`src/rtl/ppg_fir_pkg.sv`:
```
// Shared constants and types for the time-multiplexed PPG FIR scheduler.
// Symmetric 22-tap filter; only the 11 unique coefficients are stored.
package ppg_fir_pkg;

    localparam int unsigned FIR_TAPS      = 22;
    localparam int unsigned FIR_HALF_TAPS = 11;
    localparam int unsigned COEFF_W       = 8;

    localparam logic [COEFF_W-1:0] FIR_COEFF [FIR_HALF_TAPS] = '{
        8'd2, 8'd10, 8'd16, 8'd28, 8'd43, 8'd60,
        8'd78, 8'd95, 8'd111, 8'd122, 8'd128
    };

    localparam logic CH_IR  = 1'b0;
    localparam logic CH_RED = 1'b1;

    typedef enum logic {IDLE, MAC} fir_state_t;

endpackage

```
`src/rtl/ppg_fir_scheduler_if.sv`:
```
// Sample handshakes and filtered-result bus of the PPG FIR scheduler.
// master = sample source / result sink, slave = scheduler.
interface ppg_fir_scheduler_if #(
    parameter int unsigned DATA_W = 8,
    parameter int unsigned ACC_W  = 20
);
    logic              ir_valid;
    logic              ir_ready;
    logic [DATA_W-1:0] ir_data;
    logic              red_valid;
    logic              red_ready;
    logic [DATA_W-1:0] red_data;
    logic              out_valid;
    logic              out_chan;
    logic [ACC_W-1:0]  out_data;
    logic [ACC_W-1:0]  ir_filtered;
    logic [ACC_W-1:0]  red_filtered;
    logic              busy;

    modport master (
        output ir_valid, ir_data, red_valid, red_data,
        input  ir_ready, red_ready, out_valid, out_chan, out_data,
               ir_filtered, red_filtered, busy
    );

    modport slave (
        input  ir_valid, ir_data, red_valid, red_data,
        output ir_ready, red_ready, out_valid, out_chan, out_data,
               ir_filtered, red_filtered, busy
    );
endinterface

```
`src/rtl/ppg_fir_history.sv`:
```
// 22-deep per-channel sample history with shift enable, sync clear and a
// folded read port returning h[tap] and h[21-tap].
module ppg_fir_history
    import ppg_fir_pkg::*;
#(
    parameter int unsigned DATA_W = 8
) (
    input  logic              CLK_Filter,
    input  logic              rst_n,
    input  logic              i_clr,
    input  logic              i_shift,
    input  logic [DATA_W-1:0] i_data,
    input  logic [3:0]        i_tap,
    output logic [DATA_W-1:0] o_near,
    output logic [DATA_W-1:0] o_far
);
    logic [DATA_W-1:0] r_h [FIR_TAPS];
    logic [4:0]        w_near_idx;
    logic [4:0]        w_far_idx;

    always_ff @(posedge CLK_Filter or negedge rst_n) begin
        if (!rst_n) begin
            r_h <= '{default: '0};
        end else if (i_clr) begin
            r_h <= '{default: '0};
        end else if (i_shift) begin
            r_h[0] <= i_data;
            for (int unsigned i = 1; i < FIR_TAPS; i++) begin
                r_h[i] <= r_h[i-1];
            end
        end
    end

    assign w_near_idx = {1'b0, i_tap};
    assign w_far_idx  = 5'(FIR_TAPS - 1) - w_near_idx;
    assign o_near     = r_h[w_near_idx];
    assign o_far      = r_h[w_far_idx];

endmodule

```
`src/rtl/ppg_fir_scheduler.sv`:
```
// Round-robin IR/RED scheduler sharing one folded 22-tap FIR MAC engine.
// Optional macro PPG_FIR_SCHED_NORM_EN: rounded >> NORM_SHIFT on results.
module ppg_fir_scheduler
    import ppg_fir_pkg::*;
#(
    parameter int unsigned DATA_W     = 8,
    parameter int unsigned ACC_W      = 20,
    parameter int unsigned NORM_SHIFT = 10
) (
    input  logic               CLK_Filter,
    input  logic               rst_n,
    input  logic               flush,
    ppg_fir_scheduler_if.slave bus
);
    localparam int unsigned SUM_W  = DATA_W + 1;
    localparam int unsigned PROD_W = SUM_W + COEFF_W;

    fir_state_t       r_state;
    logic [3:0]       r_tap;
    logic [ACC_W-1:0] r_acc;
    logic             r_chan;
    logic             r_last;
    logic             r_busy;
    logic             r_out_valid;
    logic             r_out_chan;
    logic [ACC_W-1:0] r_out_data;
    logic [ACC_W-1:0] r_ir_filt;
    logic [ACC_W-1:0] r_red_filt;

    logic              w_idle;
    logic              w_grant_ir;
    logic              w_grant_red;
    logic [DATA_W-1:0] w_ir_near, w_ir_far, w_red_near, w_red_far;
    logic [DATA_W-1:0] w_near, w_far;
    logic [SUM_W-1:0]  w_pair;
    logic [PROD_W-1:0] w_prod;
    logic [ACC_W-1:0]  w_sum;
    logic [ACC_W-1:0]  w_result;

    // r_last holds the channel served last; the other one wins a tie.
    assign w_idle      = (r_state == IDLE) && !flush;
    assign w_grant_ir  = w_idle && bus.ir_valid  && (!bus.red_valid || (r_last == CH_RED));
    assign w_grant_red = w_idle && bus.red_valid && (!bus.ir_valid  || (r_last == CH_IR));

    ppg_fir_history #(.DATA_W(DATA_W)) u_hist_ir (
        .CLK_Filter (CLK_Filter),
        .rst_n      (rst_n),
        .i_clr      (flush),
        .i_shift    (w_grant_ir),
        .i_data     (bus.ir_data),
        .i_tap      (r_tap),
        .o_near     (w_ir_near),
        .o_far      (w_ir_far)
    );

    ppg_fir_history #(.DATA_W(DATA_W)) u_hist_red (
        .CLK_Filter (CLK_Filter),
        .rst_n      (rst_n),
        .i_clr      (flush),
        .i_shift    (w_grant_red),
        .i_data     (bus.red_data),
        .i_tap      (r_tap),
        .o_near     (w_red_near),
        .o_far      (w_red_far)
    );

    assign w_near = (r_chan == CH_RED) ? w_red_near : w_ir_near;
    assign w_far  = (r_chan == CH_RED) ? w_red_far  : w_ir_far;
    assign w_pair = {1'b0, w_near} + {1'b0, w_far};
    assign w_prod = PROD_W'(FIR_COEFF[r_tap]) * PROD_W'(w_pair);
    assign w_sum  = r_acc + ACC_W'(w_prod);

`ifdef PPG_FIR_SCHED_NORM_EN
    localparam logic [ACC_W:0] ROUND_BIAS = (ACC_W+1)'(1) << (NORM_SHIFT - 1);
    logic [ACC_W:0] w_rounded;
    assign w_rounded = {1'b0, w_sum} + ROUND_BIAS;
    assign w_result  = ACC_W'(w_rounded >> NORM_SHIFT);
`else
    assign w_result = w_sum;
`endif

    always_ff @(posedge CLK_Filter or negedge rst_n) begin
        if (!rst_n) begin
            r_state     <= IDLE;
            r_tap       <= '0;
            r_acc       <= '0;
            r_chan      <= CH_IR;
            r_last      <= CH_RED;
            r_busy      <= 1'b0;
            r_out_valid <= 1'b0;
            r_out_chan  <= 1'b0;
            r_out_data  <= '0;
            r_ir_filt   <= '0;
            r_red_filt  <= '0;
        end else begin
            r_out_valid <= 1'b0;
            if (flush) begin
                r_state <= IDLE;
                r_acc   <= '0;
                r_tap   <= '0;
                r_busy  <= 1'b0;
            end else begin
                case (r_state)
                    IDLE: begin
                        if (w_grant_ir || w_grant_red) begin
                            r_chan  <= w_grant_red ? CH_RED : CH_IR;
                            r_last  <= w_grant_red ? CH_RED : CH_IR;
                            r_acc   <= '0;
                            r_tap   <= '0;
                            r_busy  <= 1'b1;
                            r_state <= MAC;
                        end
                    end
                    MAC: begin
                        r_acc <= w_sum;
                        r_tap <= r_tap + 4'd1;
                        if (r_tap == 4'(FIR_HALF_TAPS - 1)) begin
                            r_state     <= IDLE;
                            r_busy      <= 1'b0;
                            r_out_valid <= 1'b1;
                            r_out_chan  <= r_chan;
                            r_out_data  <= w_result;
                            if (r_chan == CH_RED) r_red_filt <= w_result;
                            else                  r_ir_filt  <= w_result;
                        end
                    end
                    default: r_state <= IDLE;
                endcase
            end
        end
    end

    assign bus.ir_ready     = w_grant_ir;
    assign bus.red_ready    = w_grant_red;
    assign bus.out_valid    = r_out_valid;
    assign bus.out_chan     = r_out_chan;
    assign bus.out_data     = r_out_data;
    assign bus.ir_filtered  = r_ir_filt;
    assign bus.red_filtered = r_red_filt;
    assign bus.busy         = r_busy;

endmodule
```
`src/flat_wrapper.sv`:
```
// flat-port wrapper written by rule: the top's interface ports become plain ports
module ppg_fir_scheduler_flat import ppg_fir_pkg::*;
#(
    parameter int unsigned DATA_W     = 8,
    parameter int unsigned ACC_W      = 20,
    parameter int unsigned NORM_SHIFT = 10
)
  (CLK_Filter, rst_n, flush, bus_ir_valid, bus_ir_data, bus_red_valid, bus_red_data, bus_ir_ready, bus_red_ready, bus_out_valid, bus_out_chan, bus_out_data, bus_ir_filtered, bus_red_filtered, bus_busy);
  ppg_fir_scheduler_if #(.DATA_W(DATA_W), .ACC_W(ACC_W)) bus_i ();
  input  logic CLK_Filter;
  input  logic rst_n;
  input  logic flush;
  input wire logic [$bits(bus_i.ir_valid)-1:0] bus_ir_valid;
  input wire logic [$bits(bus_i.ir_data)-1:0] bus_ir_data;
  input wire logic [$bits(bus_i.red_valid)-1:0] bus_red_valid;
  input wire logic [$bits(bus_i.red_data)-1:0] bus_red_data;
  output wire logic [$bits(bus_i.ir_ready)-1:0] bus_ir_ready;
  output wire logic [$bits(bus_i.red_ready)-1:0] bus_red_ready;
  output wire logic [$bits(bus_i.out_valid)-1:0] bus_out_valid;
  output wire logic [$bits(bus_i.out_chan)-1:0] bus_out_chan;
  output wire logic [$bits(bus_i.out_data)-1:0] bus_out_data;
  output wire logic [$bits(bus_i.ir_filtered)-1:0] bus_ir_filtered;
  output wire logic [$bits(bus_i.red_filtered)-1:0] bus_red_filtered;
  output wire logic [$bits(bus_i.busy)-1:0] bus_busy;
  assign bus_i.ir_valid = bus_ir_valid;
  assign bus_i.ir_data = bus_ir_data;
  assign bus_i.red_valid = bus_red_valid;
  assign bus_i.red_data = bus_red_data;
  assign bus_ir_ready = bus_i.ir_ready;
  assign bus_red_ready = bus_i.red_ready;
  assign bus_out_valid = bus_i.out_valid;
  assign bus_out_chan = bus_i.out_chan;
  assign bus_out_data = bus_i.out_data;
  assign bus_ir_filtered = bus_i.ir_filtered;
  assign bus_red_filtered = bus_i.red_filtered;
  assign bus_busy = bus_i.busy;
  ppg_fir_scheduler #(.DATA_W(DATA_W), .ACC_W(ACC_W), .NORM_SHIFT(NORM_SHIFT)) u_core (.CLK_Filter(CLK_Filter), .rst_n(rst_n), .flush(flush), .bus(bus_i));
endmodule
```
`config.mk`:
```
export PLATFORM = sky130hd
export DESIGN_NAME = ppg_fir_scheduler_flat
export DESIGN_NICKNAME = d
export VERILOG_FILES = /design/src/rtl/ppg_fir_pkg.sv /design/src/rtl/ppg_fir_scheduler_if.sv /design/src/rtl/ppg_fir_history.sv /design/src/rtl/ppg_fir_scheduler.sv /design/src/flat_wrapper.sv
export SDC_FILE = /design/constraint.sdc
export NUM_CORES = 1
export LEC_CHECK = 0
export BUFFER_PORTS_ARGS = -buffer_cell sky130_fd_sc_hd__buf_2
export CAP_MARGIN = 20
export CORE_MARGIN = 3
export CORE_UTILIZATION = 42
export DETAILED_ROUTE_END_ITERATION = 10
export PLACE_DENSITY_LB_ADDON = 0.25
export REMOVE_ABC_BUFFERS = 1
export SLEW_MARGIN = 40
export SYNTH_ARGS = -nofsm -noshare
export SYNTH_HDL_FRONTEND = slang
export SYNTH_SLANG_ARGS = --single-unit
```
`constraint.sdc`:
```
create_clock -name CLK_Filter -period 8.2 [get_ports CLK_Filter]
set_input_delay 0.82 -clock CLK_Filter [delete_from_list [all_inputs] [get_ports CLK_Filter]]
set_output_delay 0.82 -clock CLK_Filter [all_outputs]
set_load 0.05 [all_outputs]
```
==> results of run 1 <==
-- layer usage --
metal  wire length, µm  GRT usage (%)  part of all wire (%)  up-vias
li1                  -              -                     -     8978
met4              1660           5.84                   2.5        0
met3              3310           2.77                   5.0      103
met1             29500           28.4                    44     9986
met2             32300           33.0                    48      496
met5                 0              0                     0        -
-- metrics by stage --
step	hold WS, ps	power, µW	setup TNS [ps]	utilization, %
3_5_place_dp	458	3820	0	45.1
2_1_floorplan	444	3360	-429740	-
4_1_cts	70.2	6270	0	48.1
6_report	88.5	6250	0	48.4
3_3_place_gp	453	3790	0	45.0
5_1_grt	84.9	6580	0	48.4
-- state kept, by name, indices dropped and copies added, names as in the netlist --
name and count:
u_core.bus.ir_filtered 20, u_core.r_state 1, u_core.bus.out_chan 1, u_core.bus.out_valid 1, u_core.r_last 1, u_core.bus.busy 1
u_core.r_chan 1, u_core.bus.red_filtered 20, u_core.u_hist_red.r_h 176, u_core.bus.out_data 20, u_core.u_hist_ir.r_h 176, u_core.r_tap 4
u_core.r_acc 20
-- what timing repair did --
action | 4_1_cts | 5_1_grt
setup endpoints to repair | 0 | 32
setup buffers | 0 | 4
endpoints found under the hold margin | 0 | 0
gates resized for setup | 0 | 9
-- report_power, final --
group | switching, µW | internal (µW)
clock network | 978 | 1450
registers | 53.4 | 2230
logic | 977 | 564
-- final timing paths --
check	from	to	slack, ps	depth (start not counted)
setup / recovery	u_core.r_tap[0]$_DFFE_PN0P_	u_core.bus.ir_filtered[18]$_DFFE_PN0P_	410	29
hold / removal	rst_n	u_core.r_acc[11]$_DFFE_PN0P_	90	1
setup reg to reg	u_core.r_tap[0]$_DFFE_PN0P_	u_core.bus.ir_filtered[18]$_DFFE_PN0P_	410	29
hold reg to reg	u_core.bus.ir_filtered[1]$_DFFE_PN0P_	u_core.bus.ir_filtered[1]$_DFFE_PN0P_	470	2
max in group asynchronous	rst_n	u_core.u_hist_ir.r_h[165]$_DFFE_PN0P_	6680	3
min in group CLK_Filter	bus_red_data[3]	u_core.u_hist_red.r_h[171]$_DFFE_PN0P_	390	3
-- worst max-delay path, delay by kind of cell (launching register included) --
kind / cells / cell delay, ps
XOR/XNOR: 2 / 410
flip-flops: 1 / 510
AO/OA/AOI/OAI: 10 / 1680
multiplexers: 2 / 1020
buffers and inverters: 5 / 420
AND/OR/NAND/NOR: 4 / 950
adder cells (fa/ha/maj): 6 / 2630
-- area by class of cell --
cell class	instances	area [µm²]	area share, %
Tap cell	828	1040	3.51
Clock inverter	25	387	1.31
Timing Repair Buffer	154	1220	4.15
Multi-Input combinational cell	1878	13900	47.2
Sequential cell	442	11100	37.5
Clock buffer	68	1420	4.81
Inverter	118	450	1.53
-- cell families (layout without fill, tap and decap cells) --
logic type,count (synthesis),in the layout,synth area share [%]
and+or+nand+nor,1300,1300,24.1
DFF,442,442,42.2
buffers and inverters,308,365,4.90
muxes,238,238,15.7
AOI/OAI and AO/OA,200,200,5.04
adders and majority gates,117,117,7.24
xor gates and xnor gates,23,23,0.797
-- cells in the final DEF, fill, tap and decap left out, drive strengths merged, types with 4 or more instances in the layout --
cell / instances
ha: 59
clkinv: 13
inv: 119
nand2: 833
clkbuf: 72
or2: 6
a22o: 15
a211oi: 11
fa: 58
mux2i: 81
o21ai: 45
nor2b: 10
o221ai: 16
buf: 150
nand3b: 353
and2: 4
nand2b: 14
o31ai: 10
a21o: 5
mux2: 21
nor2: 60
xnor2: 11
nor3: 7
xor2: 12
a21oi: 48
clkinvlp: 4
mux4: 136
o22ai: 38
bufinv: 7
dfrtp: 441
nand3: 6
==> flow_summary.json, run 1 <==
{
  "relSlewSlack_pct": 46.1,
  "fill_cells": 5600,
  "hp-class": "input port to asynchronous set/reset pin",
  "via_count": 19600,
  "drcViolationCount": 0,
  "crit_type": "flip-flop to flip-flop",
  "clock_path_buffers": 3,
  "grt_start_max_net_pins": 263,
  "cap_violations": 0,
  "vdd_drop_max_mv": 0.140,
  "place_inst": 3410,
  "ys_warn_count": 0,
  "synth_area_leaders": "dfrtp_1 42%, nand2_1 12%, mux4_2 12%",
  "final_nets": 2782,
  "seq_area_frac_synth_pct": 42.2,
  "drt_pre_antenna_iters": 6,
  "cts.sinks": 442,
  "vias_per_cell": 5.57,
  "place_congestion": 0.887,
  "io_pins": 86,
  "rsz0062_at_grt": "false",
  "clockRootBuffer": "clkbuf_16",
  "finalSetupViolations": 0,
  "path_clk_slew_ps": 70,
  "antenna_left": 0,
  "period_share_pct": 95.0,
  "synth_ff_type": "dfrtp_1",
  "outcome": "finished clean",
  "drv_slew": 0,
  "wl_per_cell_um": 19.0,
  "antenna_found_initial": 0,
  "floorplan.rows": 90,
  "yosys.area.top_type_share_pct": 42.1,
  "cts_tree": "built",
  "slowest_stage": "or4_1",
  "gr-total-overflow": 0,
  "die_area_um2": 65500,
  "synth.most_common_cell": "nand2_1",
  "start_util_pct": 43.0,
  "place_hpwl_mm": 42.4,
  "instances_no_fill": 3513,
  "die_x_um": 256,
  "wl_mm": 66.7,
  "async_reset_ff_share_pct": 100,
  "arrival_ps": 8250,
  "chipHeight_um": 256,
  "leakage_uw": 0.0146,
  "cp-start-kind": "flip-flop",
  "yosys.area.top_type": "dfrtp_1",
  "syn_inst": 2628,
  "required_ps": 8660,
  "end_kind": "flip-flop",
  "synthTopCellsByCount": "832 x nand2_1, 441 x dfrtp_1, 353 x nand3b_1, 136 x mux4_2, 133 x clkbuf_1",
  "synth_edf_count": 0,
  "worstMarginPinSlew_ps": 786,
  "grt_use_total_pct": 20.2,
  "pre_cts_slack_ps": 277,
  "numPortBuffers": 85,
  "finalHoldViolCount": 0,
  "layout_setup_ws_ps": 409,
  "grt_pass1_vias": 19600,
  "layout-drive-gt1-share_pct": 16.1,
  "ctsHoldBuffers": 0,
  "stdcell_area_um2": 29500,
  "fmax_ghz": 0.128,
  "htreeDepth": 2,
  "critical-path-max-stage-delay_ps": 560,
  "core_um2": 61000,
  "area_growth_pct": 12.6,
  "n_antenna_cell": 0,
  "avgSynthCellArea_um2": 9.98,
  "skew_ps": 27.6,
  "drtIter0Drc": 1684,
  "ys_ff_latch": 442,
  "cp_max_fo": 20,
  "power_density_nw_per_um2": 212,
  "yosysUniqueCellTypes": 56,
  "insertion_delay_ps": 620,
  "grt_pass1_wl_mm": 109,
  "min_period_ps": 7790,
  "cts_inserted_buffers": 50,
  "synthesis.area_um2": 26200,
  "placed_area_um2": 27500
}
Note: power is estimated with default switching activity, not from simulation.
==> run 2: changes to the inputs <==
clock period = 6.45 ns   (was 8.2 ns; I/O delays follow)
==> flow_summary.json, run 2 (synthesized netlist as in run 1, its figures left out) <==
{
  "grt_pass1_wl_mm": 118,
  "crit_type": "flip-flop to flip-flop",
  "n_antenna_cell": 0,
  "fill_cells": 5323,
  "chipHeight_um": 256,
  "wl_mm": 72.6,
  "numPortBuffers": 85,
  "worstMarginPinSlew_ps": 839,
  "cts_inserted_buffers": 52,
  "start_util_pct": 43.0,
  "final_cell_mix": "827 x nand2_1, 482 x buf_4, 438 x dfrtp_1, 353 x nand3b_1, 136 x mux4_2",
  "skew_ps": 27.7,
  "cp_max_fo": 7,
  "grt_pass1_vias": 22000,
  "end_kind": "flip-flop",
  "cts.sinks": 442,
  "cp-start-kind": "flip-flop",
  "layout_setup_ws_ps": -971,
  "arrival_ps": 7910,
  "relSlewSlack_pct": 44.1,
  "reg2reg_from": "u_core.r_tap[0]$_DFFE_PN0P_",
  "wl_per_cell_um": 18.2,
  "insertion_delay_ps": 630,
  "gr-total-overflow": 0,
  "finalSetupViolations": 56,
  "slowest_stage": "dfrtp_4",
  "power_frac_seq_pct": 33.7,
  "cts_tree": "built",
  "via_count": 21300,
  "path_clk_slew_ps": 60,
  "top_regs": "u_core.u_hist_ir.r_h (176), u_core.u_hist_red.r_h (176)",
  "tns_ps": -38550,
  "outcome": "complete, but fails checks",
  "period_share_pct": 115,
  "intPower_uw": 5820,
  "ff_latch_area_um2": 11100,
  "grt_use_total_pct": 22.0,
  "cpMostUsedCell": "fa_1",
  "leakage_uw": 0.0172,
  "ctsHoldBuffers": 0,
  "clock_path_buffers": 3,
  "clkPwrFrac_pct": 34.7,
  "clockRootBuffer": "clkbuf_16",
  "vias_per_cell": 5.36,
  "whs_ps": 45.5,
  "p_comb_share_pct": 31.6,
  "rr_worst_depth": 33,
  "place_hpwl_mm": 47.7,
  "core_um2": 61000,
  "multi_input_area_um2": 14400,
  "vdd_drop_max_mv": 0.213,
  "antenna_left": 0,
  "fmax_ghz": 0.135,
  "drtIter0Drc": 1800,
  "area_growth_pct": 28.3,
  "fin_util_pct": 55.1,
  "cp_num_buf_inv": 9,
  "violations": "setup timing",
  "final_nets": 3246,
  "power_density_nw_per_um2": 255,
  "antenna_found_initial": 0,
  "die_area_um2": 65500,
  "drt_pre_antenna_iters": 5,
  "place_congestion": 0.854,
  "io_pins": 86,
  "htreeDepth": 2,
  "grt_start_max_net_pins": 157,
  "rsz0062_at_grt": "true",
  "critPathLaunch": "u_core.r_tap[0]$_DFFE_PN0P_",
  "drcViolationCount": 0,
  "drv_slew": 0,
  "finalHoldViolCount": 0,
  "r2r-end": "u_core.bus.red_filtered[16]$_DFFE_PN0P_",
  "min_period_ps": 7420,
  "cp_top_family": "adder cells",
  "die_x_um": 256,
  "layout-drive-gt1-share_pct": 30.6,
  "cp.depth": 33,
  "floorplan.rows": 90,
  "required_ps": 6940,
  "critical-path-max-stage-delay_ps": 550,
  "power.switching_uw": 2750,
  "regToRegSetupSlack_ps": -970,
  "final_common_cell": "nand2_1",
  "hp-class": "input port to asynchronous set/reset pin",
  "cap_violations": 0,
  "swShare_pct": 32.1
}
==> run 2: per-stage QoR <==
stage	setup slack (ps)	instance area (µm²)	std cells	power (µW)
after global routing	-1270	33600	3978	9020
after CTS	-932	33100	3961	8440
after detailed placement	-1330	30800	3845	5240
after global placement	-1310	30800	3845	5200
after floorplan	-6320	25400	2438	4270
final	-971	33600	3978	8570
==> run 2: how the worst max path moves through the flow <==
stage                                                    to
floorplan               u_core.bus.out_data[17]$_DFFE_PN0P_
global placement        u_core.bus.out_data[17]$_DFFE_PN0P_
detailed placement   u_core.bus.ir_filtered[17]$_DFFE_PN0P_
CTS                  u_core.bus.ir_filtered[18]$_DFFE_PN0P_
global route        u_core.bus.red_filtered[16]$_DFFE_PN0P_
finish              u_core.bus.red_filtered[16]$_DFFE_PN0P_
==> run 2: routing by layer <==
layer	global-route usage [%]	vias to the layer above	wire, µm
met3	3.19	131	3600
met4	6.19	0	1890
met1	30.0	10700	31800
met2	36.9	548	35200
li1	-	9932	-
met5	0	-	0
==> run 2: cell type report <==
| cell class | instances | share of cell area, % |
|---|---|---|
| Sequential cell | 442 | 32.9 |
| Clock inverter | 22 | 0.692 |
| Inverter | 118 | 1.34 |
| Multi-Input combinational cell | 1878 | 42.9 |
| Tap cell | 828 | 3.08 |
| Clock buffer | 74 | 4.44 |
| Timing Repair Buffer | 616 | 14.7 |
==> run 2: worst reg2reg max path, delay by kind of cell, from the launching register on <==
family                     cells  cell delay [ps]
DFF                            1              550
buffers and inverters          9              790
adders and majority gates      7             2740
muxes                          3             1320
AOI/OAI and AO/OA              4              700
xor gates and xnor gates       1              150
and+or+nand+nor                9             1050
==> run 2: power groups by stage <==
stage               registers, µW  clock network, µW  logic (µW)
finish                       2890               2980        2710
detailed placement           2930                  0        2310
global route                 2890               3170        2960
floorplan                    3050                  0        1220
CTS                          2880               3050        2510
global placement             2930                  0        2270
==> run 2: repair_timing <==
item                                    CTS  global route
buffers inserted                         18            12
cloned                                    2             5
endpoints found under the setup margin   59            64
resized for setup                        71            70
pin swaps                                29            62
